## src/rtl/ps2_kbd_port_if.sv

```systemverilog
// Wishbone B3 bus bundle for the PS/2 keyboard port: the CPU is the master and the port is the slave.
interface ps2_kbd_port_if;
    logic        adr_i;
    logic        cyc_i;
    logic        stb_i;
    logic        we_i;
    logic [1:0]  sel_i;
    logic [15:0] dat_i;
    logic [15:0] dat_o;
    logic        ack_o;

    modport master (output adr_i, cyc_i, stb_i, we_i, sel_i, dat_i, input  dat_o, ack_o);
    modport slave  (input  adr_i, cyc_i, stb_i, we_i, sel_i, dat_i, output dat_o, ack_o);
endinterface

```

## src/rtl/ps2_kbd_port.sv

```systemverilog
// PS/2 keyboard receiver: synchroniser, glitch filter, frame decoder and scancode FIFO behind a Wishbone port.
// Optional macro PS2_INHIBIT_EN adds ps2c_oe_o, which holds the PS/2 clock low while the FIFO is nearly full.
module ps2_kbd_port #(
    parameter int FIFO_AW    = 4,
    parameter int FILTER_LEN = 8,
    parameter int TIMEOUT    = 50000
) (
    input  logic          clk_i,
    input  logic          res_i,
    ps2_kbd_port_if.slave bus,
    input  logic          ps2c_i,
    input  logic          ps2d_i,
`ifdef PS2_INHIBIT_EN
    output logic          ps2c_oe_o,
`endif
    output logic          irq_o
);
    localparam int DEPTH = 1 << FIFO_AW;
    localparam int FLT_W = (FILTER_LEN > 1) ? $clog2(FILTER_LEN) : 1;
    localparam int TO_W  = $clog2(TIMEOUT + 1);

    typedef enum logic [1:0] {IDLE, DATA, PARITY, STOP} state_t;

    logic               ps2c_p0, ps2c_p1, ps2d_p0, ps2d_p1;
    logic               filt_p2, vld_p2, dsmp_p2;
    logic [FLT_W-1:0]   flt_cnt;
    state_t             state, state_nxt;
    logic [2:0]         bit_cnt;
    logic [7:0]         shreg;
    logic               par_bit;
    logic [TO_W-1:0]    to_cnt;
    logic               to_hit, push, set_par, set_frm, set_to, set_ovr;
    logic [FIFO_AW-1:0] wr_ptr, rd_ptr;
    logic [FIFO_AW:0]   count;
    logic [7:0]         mem [DEPTH];
    logic               full, nonempty, pop, push_ok, wr_stat, flush;
    logic               err_par, err_frm, err_ovr, err_to;
    logic [3:0]         clr;
    logic               unused_bits;

    // p0/p1: two-flop synchronisers, idle-high
    always_ff @(posedge clk_i or negedge res_i) begin
        if (!res_i) begin
            ps2c_p0 <= 1'b1;
            ps2c_p1 <= 1'b1;
            ps2d_p0 <= 1'b1;
            ps2d_p1 <= 1'b1;
        end else begin
            ps2c_p0 <= ps2c_i;
            ps2c_p1 <= ps2c_p0;
            ps2d_p0 <= ps2d_i;
            ps2d_p1 <= ps2d_p0;
        end
    end

    // p2: filtered clock; vld_p2 pulses on an accepted falling edge
    always_ff @(posedge clk_i or negedge res_i) begin
        if (!res_i) begin
            filt_p2 <= 1'b1;
            flt_cnt <= '0;
            vld_p2  <= 1'b0;
        end else begin
            vld_p2 <= 1'b0;
            if (ps2c_p1 == filt_p2) begin
                flt_cnt <= '0;
            end else if (flt_cnt == FLT_W'(FILTER_LEN - 1)) begin
                filt_p2 <= ps2c_p1;
                flt_cnt <= '0;
                vld_p2  <= ~ps2c_p1;
            end else begin
                flt_cnt <= flt_cnt + FLT_W'(1);
            end
        end
    end

    always_ff @(posedge clk_i) dsmp_p2 <= ps2d_p1;

    assign to_hit = (state != IDLE) && !vld_p2 && (to_cnt == TO_W'(TIMEOUT - 1));

    always_comb begin
        state_nxt = state;
        push      = 1'b0;
        set_par   = 1'b0;
        set_frm   = 1'b0;
        set_to    = 1'b0;
        if (to_hit) begin
            state_nxt = IDLE;
            set_to    = 1'b1;
        end else if (vld_p2) begin
            case (state)
                IDLE:    if (!dsmp_p2) state_nxt = DATA;
                DATA:    if (bit_cnt == 3'd7) state_nxt = PARITY;
                PARITY:  state_nxt = STOP;
                STOP: begin
                    state_nxt = IDLE;
                    if (!dsmp_p2)               set_frm = 1'b1;
                    else if (^{shreg, par_bit}) push    = 1'b1;
                    else                        set_par = 1'b1;
                end
                default: state_nxt = IDLE;
            endcase
        end
    end

    always_ff @(posedge clk_i or negedge res_i) begin
        if (!res_i) begin
            state   <= IDLE;
            bit_cnt <= '0;
            to_cnt  <= '0;
        end else begin
            state <= state_nxt;
            if (state == IDLE || vld_p2) to_cnt <= '0;
            else                         to_cnt <= to_cnt + TO_W'(1);
            if (vld_p2 && state == IDLE)      bit_cnt <= '0;
            else if (vld_p2 && state == DATA) bit_cnt <= bit_cnt + 3'd1;
        end
    end

    always_ff @(posedge clk_i) begin
        if (vld_p2 && state == DATA)   shreg   <= {dsmp_p2, shreg[7:1]};
        if (vld_p2 && state == PARITY) par_bit <= dsmp_p2;
    end

    // Bus side: pops and status writes take effect on the edge where ack_o is high
    assign nonempty = (count != '0);
    assign full     = (count == (FIFO_AW + 1)'(DEPTH));
    assign pop      = bus.ack_o & ~bus.we_i & ~bus.adr_i & bus.sel_i[0] & nonempty;
    assign wr_stat  = bus.ack_o & bus.we_i & bus.adr_i & bus.sel_i[0];
    assign flush    = wr_stat & bus.dat_i[7];
    assign push_ok  = push & (~full | pop);
    assign set_ovr  = push & full & ~pop & ~flush;
    assign clr      = wr_stat ? bus.dat_i[5:2] : 4'b0000;

    always_ff @(posedge clk_i or negedge res_i) begin
        if (!res_i) begin
            wr_ptr <= '0;
            rd_ptr <= '0;
            count  <= '0;
        end else if (flush) begin
            wr_ptr <= '0;
            rd_ptr <= '0;
            count  <= '0;
        end else begin
            if (push_ok) wr_ptr <= wr_ptr + FIFO_AW'(1);
            if (pop)     rd_ptr <= rd_ptr + FIFO_AW'(1);
            case ({push_ok, pop})
                2'b10:   count <= count + (FIFO_AW + 1)'(1);
                2'b01:   count <= count - (FIFO_AW + 1)'(1);
                default: count <= count;
            endcase
        end
    end

    always_ff @(posedge clk_i) begin
        if (push_ok && !flush) mem[wr_ptr] <= shreg;
    end

    // Sticky flags: a set in the same cycle as its clear wins
    always_ff @(posedge clk_i or negedge res_i) begin
        if (!res_i) begin
            err_par <= 1'b0;
            err_frm <= 1'b0;
            err_ovr <= 1'b0;
            err_to  <= 1'b0;
            irq_o   <= 1'b0;
            bus.ack_o <= 1'b0;
        end else begin
            err_par <= (err_par & ~clr[0]) | set_par;
            err_frm <= (err_frm & ~clr[1]) | set_frm;
            err_ovr <= (err_ovr & ~clr[2]) | set_ovr;
            err_to  <= (err_to  & ~clr[3]) | set_to;
            irq_o   <= nonempty;
            bus.ack_o <= ~bus.ack_o & bus.cyc_i & bus.stb_i;
        end
    end

`ifdef PS2_INHIBIT_EN
    always_ff @(posedge clk_i or negedge res_i) begin
        if (!res_i) ps2c_oe_o <= 1'b0;
        else        ps2c_oe_o <= (count >= (FIFO_AW + 1)'(DEPTH - 1)) && (state == IDLE);
    end
`endif

    always_comb begin
        bus.dat_o = '0;
        if (bus.adr_i) begin
            bus.dat_o[0]               = nonempty;
            bus.dat_o[1]               = full;
            bus.dat_o[2]               = err_par;
            bus.dat_o[3]               = err_frm;
            bus.dat_o[4]               = err_ovr;
            bus.dat_o[5]               = err_to;
            bus.dat_o[8 +: FIFO_AW+1]  = count;
        end else begin
            bus.dat_o[8] = nonempty;
            if (nonempty) bus.dat_o[7:0] = mem[rd_ptr];
        end
    end

    assign unused_bits = ^{bus.sel_i[1], bus.dat_i[15:8], bus.dat_i[6], bus.dat_i[1:0]};
endmodule

```

## src/flat_wrapper.sv

```systemverilog
// flat-port wrapper written by rule: the top's interface ports become plain ports
module ps2_kbd_port_flat 
#(
    parameter int FIFO_AW    = 4,
    parameter int FILTER_LEN = 8,
    parameter int TIMEOUT    = 50000
)
  (clk_i, res_i, ps2c_i, ps2d_i, irq_o, bus_adr_i, bus_cyc_i, bus_stb_i, bus_we_i, bus_sel_i, bus_dat_i, bus_dat_o, bus_ack_o);
  ps2_kbd_port_if bus_i ();
  input  logic clk_i;
  input  logic res_i;
  input  logic ps2c_i;
  input  logic ps2d_i;
  output logic irq_o;
  input wire logic [$bits(bus_i.adr_i)-1:0] bus_adr_i;
  input wire logic [$bits(bus_i.cyc_i)-1:0] bus_cyc_i;
  input wire logic [$bits(bus_i.stb_i)-1:0] bus_stb_i;
  input wire logic [$bits(bus_i.we_i)-1:0] bus_we_i;
  input wire logic [$bits(bus_i.sel_i)-1:0] bus_sel_i;
  input wire logic [$bits(bus_i.dat_i)-1:0] bus_dat_i;
  output wire logic [$bits(bus_i.dat_o)-1:0] bus_dat_o;
  output wire logic [$bits(bus_i.ack_o)-1:0] bus_ack_o;
  assign bus_i.adr_i = bus_adr_i;
  assign bus_i.cyc_i = bus_cyc_i;
  assign bus_i.stb_i = bus_stb_i;
  assign bus_i.we_i = bus_we_i;
  assign bus_i.sel_i = bus_sel_i;
  assign bus_i.dat_i = bus_dat_i;
  assign bus_dat_o = bus_i.dat_o;
  assign bus_ack_o = bus_i.ack_o;
  ps2_kbd_port #(.FIFO_AW(FIFO_AW), .FILTER_LEN(FILTER_LEN), .TIMEOUT(TIMEOUT)) u_core (.clk_i(clk_i), .res_i(res_i), .bus(bus_i), .ps2c_i(ps2c_i), .ps2d_i(ps2d_i), .irq_o(irq_o));
endmodule
```

## config.mk

```make
export PLATFORM = sky130hd
export DESIGN_NAME = ps2_kbd_port_flat
export DESIGN_NICKNAME = d
export VERILOG_FILES = /design/src/rtl/ps2_kbd_port_if.sv /design/src/rtl/ps2_kbd_port.sv /design/src/flat_wrapper.sv
export SDC_FILE = /design/constraint.sdc
export NUM_CORES = 1
export LEC_CHECK = 0
export ABC_CLOCK_PERIOD_IN_PS = 7800
export CORE_MARGIN = 2
export CORE_UTILIZATION = 59
export CTS_CLUSTER_DIAMETER = 60
export CTS_CLUSTER_SIZE = 30
export DETAILED_ROUTE_END_ITERATION = 8
export GPL_ROUTABILITY_DRIVEN = 0
export MAX_ROUTING_LAYER = met4
export PLACE_DENSITY = 0.9
export SYNTH_ARGS = -nofsm -noshare
export SYNTH_HDL_FRONTEND = slang
export SYNTH_SLANG_ARGS = --single-unit
```

## constraint.sdc

```tcl
create_clock -name clk_i -period 7.8 [get_ports clk_i]
set_clock_uncertainty 0.1 [all_clocks]
set_input_delay 1.56 -clock clk_i [delete_from_list [all_inputs] [get_ports clk_i]]
set_output_delay 1.56 -clock clk_i [all_outputs]
set_load 0.01 [all_outputs]
```

==> Yosys cells after proc, flatten, opt, wreduce, memory -nomap -nowiden <==
Memory sizes are Yosys's and may differ from the RTL's.
Index checks and enable logic that the tools add are counted.
{ "totals": {"reg_bits": 59, "ramBits": 128, "in_bits": 26, "output_inout_bits": 18, "word_cells": 138, "mem_count": 1} }
{ "mem_list": {"columns": ["memory", "depth", "word_bits", "read_ports", "rd_clocked_by_memory_dff", "wr", "line", "rtl"], "rows": [
  ["u_core.mem", 16, 8, 1, 0, 1, "ps2_kbd_port.sv:35", "logic [7:0] mem [DEPTH];"]
]} }
{ "classes": {"add_sub_neg": 7, "eq_ne": 12, "muxes": 41, "n_bitwise": 35, "n_reduce_logical": 20} }
{ "op_table": {"columns": ["operator", "n"], "rows": [
  ["$mux W4", 6],
  ["$mux W1", 20],
  ["$and A1 B1 Y1", 18],
  ["$add A16 B1 Y16 const B", 1],
  ["$eq A16 B16 Y1 const B", 1],
  ["$mux W16", 1],
  ["$mux W3", 4],
  ["$not A1 Y1", 12],
  ["$mux W2", 5],
  ["$pmux W5 S2", 1],
  ["$reduce_bool A2 Y1", 5],
  ["$reduce_xor A9 Y1", 1],
  ["$add A4 B1 Y4 const B", 2],
  ["$mux W8", 1],
  ["$pmux W2 S4", 1],
  ["$add A3 B1 Y3 const B", 2],
  ["$eq A2 B2 Y1 const B", 3],
  ["$eq A3 B3 Y1 const B", 2],
  ["$logic_and A1 B1 Y1", 6],
  ["$mux W6", 1],
  ["$add A5 B1 Y5 const B", 1],
  ["$eq A5 B5 Y1 const B", 1],
  ["$mux W5", 1],
  ["$or A1 B1 Y1", 5],
  ["other kinds (12)", 14]
]} }

==> Logic depth before layout (Yosys ltp) <==
Gate-level depths: netlist (run 1).
{ "logic_depth": {"depth_word": 10, "ltp_mapped": 11, "ltp_nobuf": 11} }

==> Worst setup path before layout (run 1) <==
No wires, ideal clock.
{ "synth_timing": {"path_kind": "input to output", "start": "in bus_adr_i", "end": "out bus_dat_o[6]", "arrival_time_ps": 2210, "required_ps": 6140, "path_slack_ps": 3930, "stages": 1, "n_path_buf": 0, "path_cell_list": "a2111oi_0"} }
{ "synth_via": {"elab_chain_len": 1} }
{ "synth_lines": {"columns": ["item", "line", "rtl"], "rows": [
  ["start: declaration", "flat_wrapper.sv:15", "input wire logic [$bits(bus_i.adr_i)-1:0] bus_adr_i;"],
  ["$mux W2", "ps2_kbd_port.sv:186", "if (bus.adr_i) begin"],
  ["end: declaration", "flat_wrapper.sv:21", "output wire logic [$bits(bus_i.dat_o)-1:0] bus_dat_o;"]
]} }
Every way passes these cells.

==> Worst setup path after layout (run 1) <==
{ "layout_timing": {"start": "in bus_adr_i", "end": "out bus_dat_o[5]"} }
{ "layout_via": {"elab_chain_len": 1} }
{ "layout_lines": {"columns": ["item", "line"], "rows": [
  ["$mux W6", "ps2_kbd_port.sv:186"]
]} }
Every way passes these cells.

==> qor.txt, run 1 <==
Synth Area per Inst -> 16.4 um2
Die Y -> 121 um
Postcts setup bufs -> 0
VDD IR-drop max -> 0.164 mV
Worst slew pin tran -> 1090 ps
Pwr per Cell Area -> 217 mW/mm2
Drt pass-1 iters -> 5
Share of cells above drive strength 1 -> 15.0%
Nets@finish -> 566
Detail Route Antenna Nets -> 0
Reg2Reg Launch Point -> u_core.shreg[0]
R2r endpoint -> u_core.mem[13][6]
Post-route clock period utilization -> 67.0%
Beginning of the critical path -> bus_adr_i
Synth Instances -> 491
Die width -> 121 um
Antenna violations before repair -> 0
Critical path launch point type -> input port
Post-synthesis register bit count -> 187
Combinational share of power -> 2.0%
Largest fanout on the critical path -> 16
Placed Area -> 0.00845 mm2
Wirelength per Cell -> 23.2 um
Core Region -> 0.0133 mm2
Total power -> 1960 uW
Worst-path clk slew -> 60 ps
Clock sink total -> 187
Vias per std cell -> 6.27
CP required -> 6140 ps
Async SR Flop Fraction -> 26.2%
Sequential fraction of the synthesis area -> 66.5%
Setup TNS -> 0 ps
Max_cap viols -> 0
Area growth from synthesis to final layout -> 12.0%
Clock power share -> 42.7%
Largest net degree at the start of global routing -> 50
Clk buf depth -> 2
Synth Flop Type -> edfxtp_1
Switching power -> 393 uW
Die area -> 0.0146 mm2
Internal power -> 1570 uW
Latest clock arrival within the worst-skew pair -> 430 ps
Placed insts -> 678
Mapped Area -> 0.00807 mm2
Root buffer cell -> clkbuf_16
Final Setup Violations -> 0
Dpl hpwl -> 10,300 um
Slew margin rel. -> 25.3%
Post-route minimum period -> 5230 ps
Yosys warning total -> 0
Switch share -> 20.1%
Inserted Diodes -> 0
Overflow left after global routing -> 0
Final hold vios -> 0
Critical Path Sink -> bus_dat_o[5]
Row count -> 42
Worst Path Class, Setup -> in -> out
IO Count -> 44
R2R cell count -> 5
GRT Util Overall -> 24.7%
Fmax -> 191 MHz
# hold bufs at CTS -> 0
Pins over their slew limit -> 0
HP Class -> reg -> reg
Via count -> 4,449
Num CTS Buffers -> 17
Detailed-route DRC error count -> 0
Port-buffer cells -> 28
Layout Cells excl Fill -> 710
Number of global-route vias before repair -> 4,509
Status -> complete, no violations
Post-synth EDFFs -> 137
RSZ-0062 raised after global routing -> no
Power share of the sequential group -> 55.3%
Final instance area -> 0.00904 mm2
CTS tree -> done
DRT Wirelength -> 16,400 um
Internal reg-to-reg setup slack -> 4100 ps
CTS resizes -> 0
Unique masters post-synth -> 58
Arr. time, crit path -> 3570 ps
Critical path endpoint category -> output pin
Iter 0 DRT Violations -> 555
First-pass GRT wire length -> 25,400 um
H-tree levels -> 4
Initial Util -> 60.7%
Static leakage -> 0.00324 uW
==> area by class of cell <==
cell class | instances | area (um2)
clock buffer | 23 | 515
clock inverter | 9 | 68.8
fill | 792 | 4260
inverter | 15 | 56.3
multi-input combinational | 270 | 2520
sequential | 187 | 5370
tap | 176 | 220
timing repair buffer | 30 | 290
==> cell usage after synthesis (3+ instances only) <==
master | count | area share [%]
mux4_2 | 31 | 8.7
nand4_1 | 4 | 0.31
nor3_1 | 4 | 0.25
nand3_1 | 9 | 0.56
clkbuf_1 | 6 | 0.28
buf_6 | 3 | 0.42
xnor2_1 | 9 | 0.98
o22ai_1 | 3 | 0.23
a22o_1 | 4 | 0.43
edfxtp_1 | 137 | 51
o21ai_0 | 9 | 0.56
ha_1 | 18 | 2.8
dfstp_2 | 5 | 1.6
xor2_1 | 11 | 1.2
dfrtp_1 | 44 | 14
buf_1 | 5 | 0.23
nand2_1 | 33 | 1.5
a21o_1 | 5 | 0.47
mux2i_1 | 10 | 1.2
nor2_1 | 29 | 1.3
buf_4 | 4 | 0.37
or3_1 | 7 | 0.54
a21oi_1 | 11 | 0.68
nor2b_1 | 3 | 0.23
inv_1 | 15 | 0.70
and2_1 | 21 | 1.6
mux4_1 | 7 | 2.3
==> power by group through the flow <==
stage	Combinational, uW	Sequential (uW)	Clock (uW)
2_1_floorplan	22.3	1100	0
3_3_place_gp	36.1	1100	0
3_5_place_dp	40.5	1100	0
4_1_cts	39.4	1080	849
5_1_grt	45.1	1080	887
6_report	38.4	1080	836
==> sequential cells by signal (all words and copies together) (netlist names), 2 cells and up <==
signal	flops
u_core.wr_ptr	4
u_core.count	5
u_core.state	2
u_core.rd_ptr	4
u_core.to_cnt	16
u_core.shreg	8
u_core.flt_cnt	3
u_core.bit_cnt	3
u_core.mem	128
==> metal layers <==
| metal | vias up | part of all wire (%) | routed length [um] | track usage (%) |
|---|---|---|---|---|
| li1 | 1940 | - | - | - |
| met1 | 2287 | 40 | 6510 | 31.2 |
| met2 | 196 | 52 | 8520 | 40.0 |
| met3 | 26 | 6.4 | 1060 | 5.45 |
| met4 | 0 | 2.2 | 362 | 8.94 |
| met5 | - | 0 | 0 | - |
==> cells by family (layout without fill, tap and decap cells) <==
logic type               after synthesis  after routing  synth area share (%)
AO/OA/AOI/OAI                         47             47                  3.95
multiplexers                          51             51                  12.6
buffers and inverters                 36             77                  2.37
AND/OR/NAND/NOR                      127            127                  8.41
flip-flops                           187            187                  66.5
XOR/XNOR                              23             23                  3.02
other                                  1              3                0.0465
adder cells (fa/ha/maj)               19             19                  3.04
==> how the worst min path moves through the flow <==
stage                         from             end  slack (ps)  cells after the start
floorplan           u_core.ps2c_p0  u_core.ps2c_p1         250                      0
global placement    u_core.ps2c_p0  u_core.ps2c_p1         250                      0
detailed placement  u_core.ps2c_p0  u_core.ps2c_p1         250                      0
CTS                 u_core.ps2c_p0  u_core.ps2c_p1         260                      0
global route        u_core.ps2c_p0  u_core.ps2c_p1         260                      0
finish              u_core.ps2c_p0  u_core.ps2c_p1         260                      0
==> worst max-delay path: stages <==
cell	delay [ps]
clkdlybuf4s50_1	730
nor2_1	480
a22o_1	240
clkdlybuf4s50_1	550
==> per-stage QoR <==
step	setup slack [ps]	util [%]	hold slack [ps]
after floorplan	3930	-	245
after global placement	2750	63.6	247
after detailed placement	2650	63.6	248
after CTS	2610	68.0	258
after global routing	2510	68.0	259
final	2570	68.0	257
==> layout by cell type (no fill, tap or decap), drive strengths merged, types with 3 or more instances in the layout <==
master	n
xor2	11
mux2i	10
nor4	3
mux2	3
nor3	4
nand2	33
nand4	4
edfxtp	137
nand3	9
dfstp	5
nor4b	3
o21ai	9
clkbuf	23
clkinv	4
mux4	38
buf	3
ha	18
and2	21
xnor2	9
or3	7
a21oi	11
o22ai	3
conb	3
nor2b	3
inv	20
a22o	4
clkdlybuf4s50	27
dfrtp	44
nor2	29
a21o	5
Note: power is estimated with default switching activity, not from simulation.
==> run 2, diff against run 1 <==
- ABC_CLOCK_PERIOD_IN_PS: 7800 -> 5200
- clock period: 7.8 -> 5.2 ns (I/O delays scaled with it)
==> qor.txt, run 2 (synthesized netlist as in run 1, its figures left out) <==
Status -> complete, no violations (unchanged)
Clock sink total -> 187 (unchanged)
Number of global-route vias before repair -> 4,776 (was 4,509)
CP Cell Sequence -> buf_4 > mux4_1 > mux4_2 > a22o_1 > clkdlybuf4s50_1 (was clkdlybuf4s50_1 > nor2_1 > a22o_1 > clkdlybuf4s50_1)
DP Worst Slack -> 736 ps (was 2650 ps)
Critical path endpoint category -> output pin (unchanged)
Arr. time, crit path -> 3180 ps (was 3570 ps)
IO Count -> 44 (unchanged)
HP Class -> reg -> reg (unchanged)
Inserted Diodes -> 0 (unchanged)
Clk buf depth -> 2 (unchanged)
Detailed-route DRC error count -> 0 (unchanged)
Total power -> 2950 uW (was 1960 uW)
Drt pass-1 iters -> 8 (was 5)
Max_cap viols -> 0 (unchanged)
CP delay by family, top -> multiplexers (was buffers and inverters)
Iter 0 DRT Violations -> 617 (was 555)
Initial Util -> 60.7% (unchanged)
Vias per std cell -> 6.34 (was 6.27)
Wirelength per Cell -> 24.0 um (was 23.2 um)
RSZ-0062 raised after global routing -> no (unchanged)
Layout fillers -> 786 (was 792)
Final hold vios -> 0 (unchanged)
CTS resizes -> 0 (unchanged)
Die width -> 121 um (unchanged)
Largest net degree at the start of global routing -> 50 (unchanged)
Nets@finish -> 569 (was 566)
Core Region -> 0.0133 mm2 (unchanged)
Commonest cells after routing, fill and taps aside -> 137 x edfxtp_1, 43 x dfrtp_1, 33 x nand2_1, 31 x mux4_2, 29 x nor2_1 (unchanged)
Detail Route Antenna Nets -> 0 (unchanged)
Dpl hpwl -> 10,900 um (was 10,300 um)
Worst Path Class, Setup -> reg -> out (was in -> out)
Crit path largest cell delay -> 680 ps (was 730 ps)
Post-route clock period utilization -> 83.0%
Area growth from synthesis to final layout -> 12.4% (was 12.0%)
Top reg by flops -> u_core.mem (unchanged)
Crit path buf inv count -> 2 (unchanged)
Die area -> 0.0146 mm2 (unchanged)
Post-route minimum period -> 4320 ps
Worst setup margin -> 882 ps (was 2570 ps)
Port-buffer cells -> 28 (unchanged)
Placed Area -> 0.00847 mm2 (was 0.00845 mm2)
Slowest CP cell -> mux4_1 (was clkdlybuf4s50_1)
# hold bufs at CTS -> 0 (unchanged)
Share of cells above drive strength 1 -> 15.5% (was 15.0%)
Antenna violations before repair -> 0 (unchanged)
Final Setup Violations -> 0 (unchanged)
H-tree levels -> 4 (unchanged)
Setup TNS -> 0 ps (unchanged)
Regs by FF count -> u_core.mem: 128 flops, u_core.to_cnt: 16 flops, u_core.shreg: 8 flops (unchanged)
Slew margin rel. -> 22.1% (was 25.3%)
Final instance area -> 0.00906 mm2 (was 0.00904 mm2)
Pins over their slew limit -> 0 (unchanged)
DRT Wirelength -> 17,100 um (was 16,400 um)
Worst slew pin tran -> 1140 ps (was 1090 ps)
Row count -> 42 (unchanged)
Pwr per Cell Area -> 326 mW/mm2 (was 217 mW/mm2)
Via count -> 4,522 (was 4,449)
Layout Utilization -> 68.2% (was 68.0%)
First-pass GRT wire length -> 26,700 um (was 25,400 um)
Overflow left after global routing -> 0 (unchanged)
GRT Util Overall -> 26.4% (was 24.7%)
Largest fanout on the critical path -> 15 (was 16)
Latest clock arrival within the worst-skew pair -> 430 ps (about the same)
CTS tree -> done (unchanged)
Commonest non-fill, non-tap cell in the layout -> edfxtp_1 (unchanged)
Worst-path clk slew -> 70 ps (was 60 ps)
Number of flip-flops in the largest register -> 128 (unchanged)
Root buffer cell -> clkbuf_16 (unchanged)
Num CTS Buffers -> 17 (unchanged)
Postcts setup bufs -> 0 (unchanged)
Fmax -> 232 MHz
Static leakage -> 0.00325 uW (was 0.00324 uW)
Critical path launch point type -> flip-flop (was input port)
VDD IR-drop max -> 0.258 mV (was 0.164 mV)
CP required -> 4060 ps (was 6140 ps)
Die Y -> 121 um (unchanged)
[run 2: cell types whose count changed in the layout (fill, tap and decap cells not counted), sizes merged]
cell	previous run	this run
buf	3	6
clkbuf	23	22
clkinvlp	0	1
[run 2: cell type report]
cell class	count	area, um2	area share, %
timing repair buffer	33	313	3.45
clock inverter	10	72.6	0.801
clock buffer	22	518	5.71
multi-input combinational	270	2520	27.8
sequential	187	5370	59.2
inverter	15	56.3	0.621
tap	176	220	2.43
[run 2: through the flow]
stage | std cells | hold WS [ps]
floorplan | 493 | 245
global placement | 681 | 247
detailed placement | 681 | 251
CTS | 713 | 261
global route | 713 | 264
finish | 713 | 258
[run 2: metal layers]
metal  wire (um)  track usage [%]  share of wire (%)  vias up
li1            -                -                  -     1941
met1        6480             31.3                 38     2293
met2        8770             41.9                 51      235
met3        1120             6.77                6.6       53
met4         741             13.9                4.3        0
met5           0                -                  0        -
[run 2: final timing paths]
check / start / endpoint / slack, ps / depth (start not counted)
max: u_core.rd_ptr[0] / bus_dat_o[2] / 880 / 5
min: u_core.ps2c_p0 / u_core.ps2c_p1 / 260 / 0
max in group asynchronous: res_i / u_core.rd_ptr[0] / 3590 / 1
min reg2reg: u_core.ps2c_p0 / u_core.ps2c_p1 / 260 / 0
max reg2reg: u_core.shreg[0] / u_core.mem[14][2] / 1560 / 5
min in group asynchronous: res_i / u_core.rd_ptr[1] / 700 / 1
[run 2: power breakdown]
group          total, uW  leakage, uW  internal, uW  switching [uW]
clock network       1260     0.000292           716             548
logic               61.4      0.00107          30.6            30.8
registers           1630      0.00189          1610            18.9
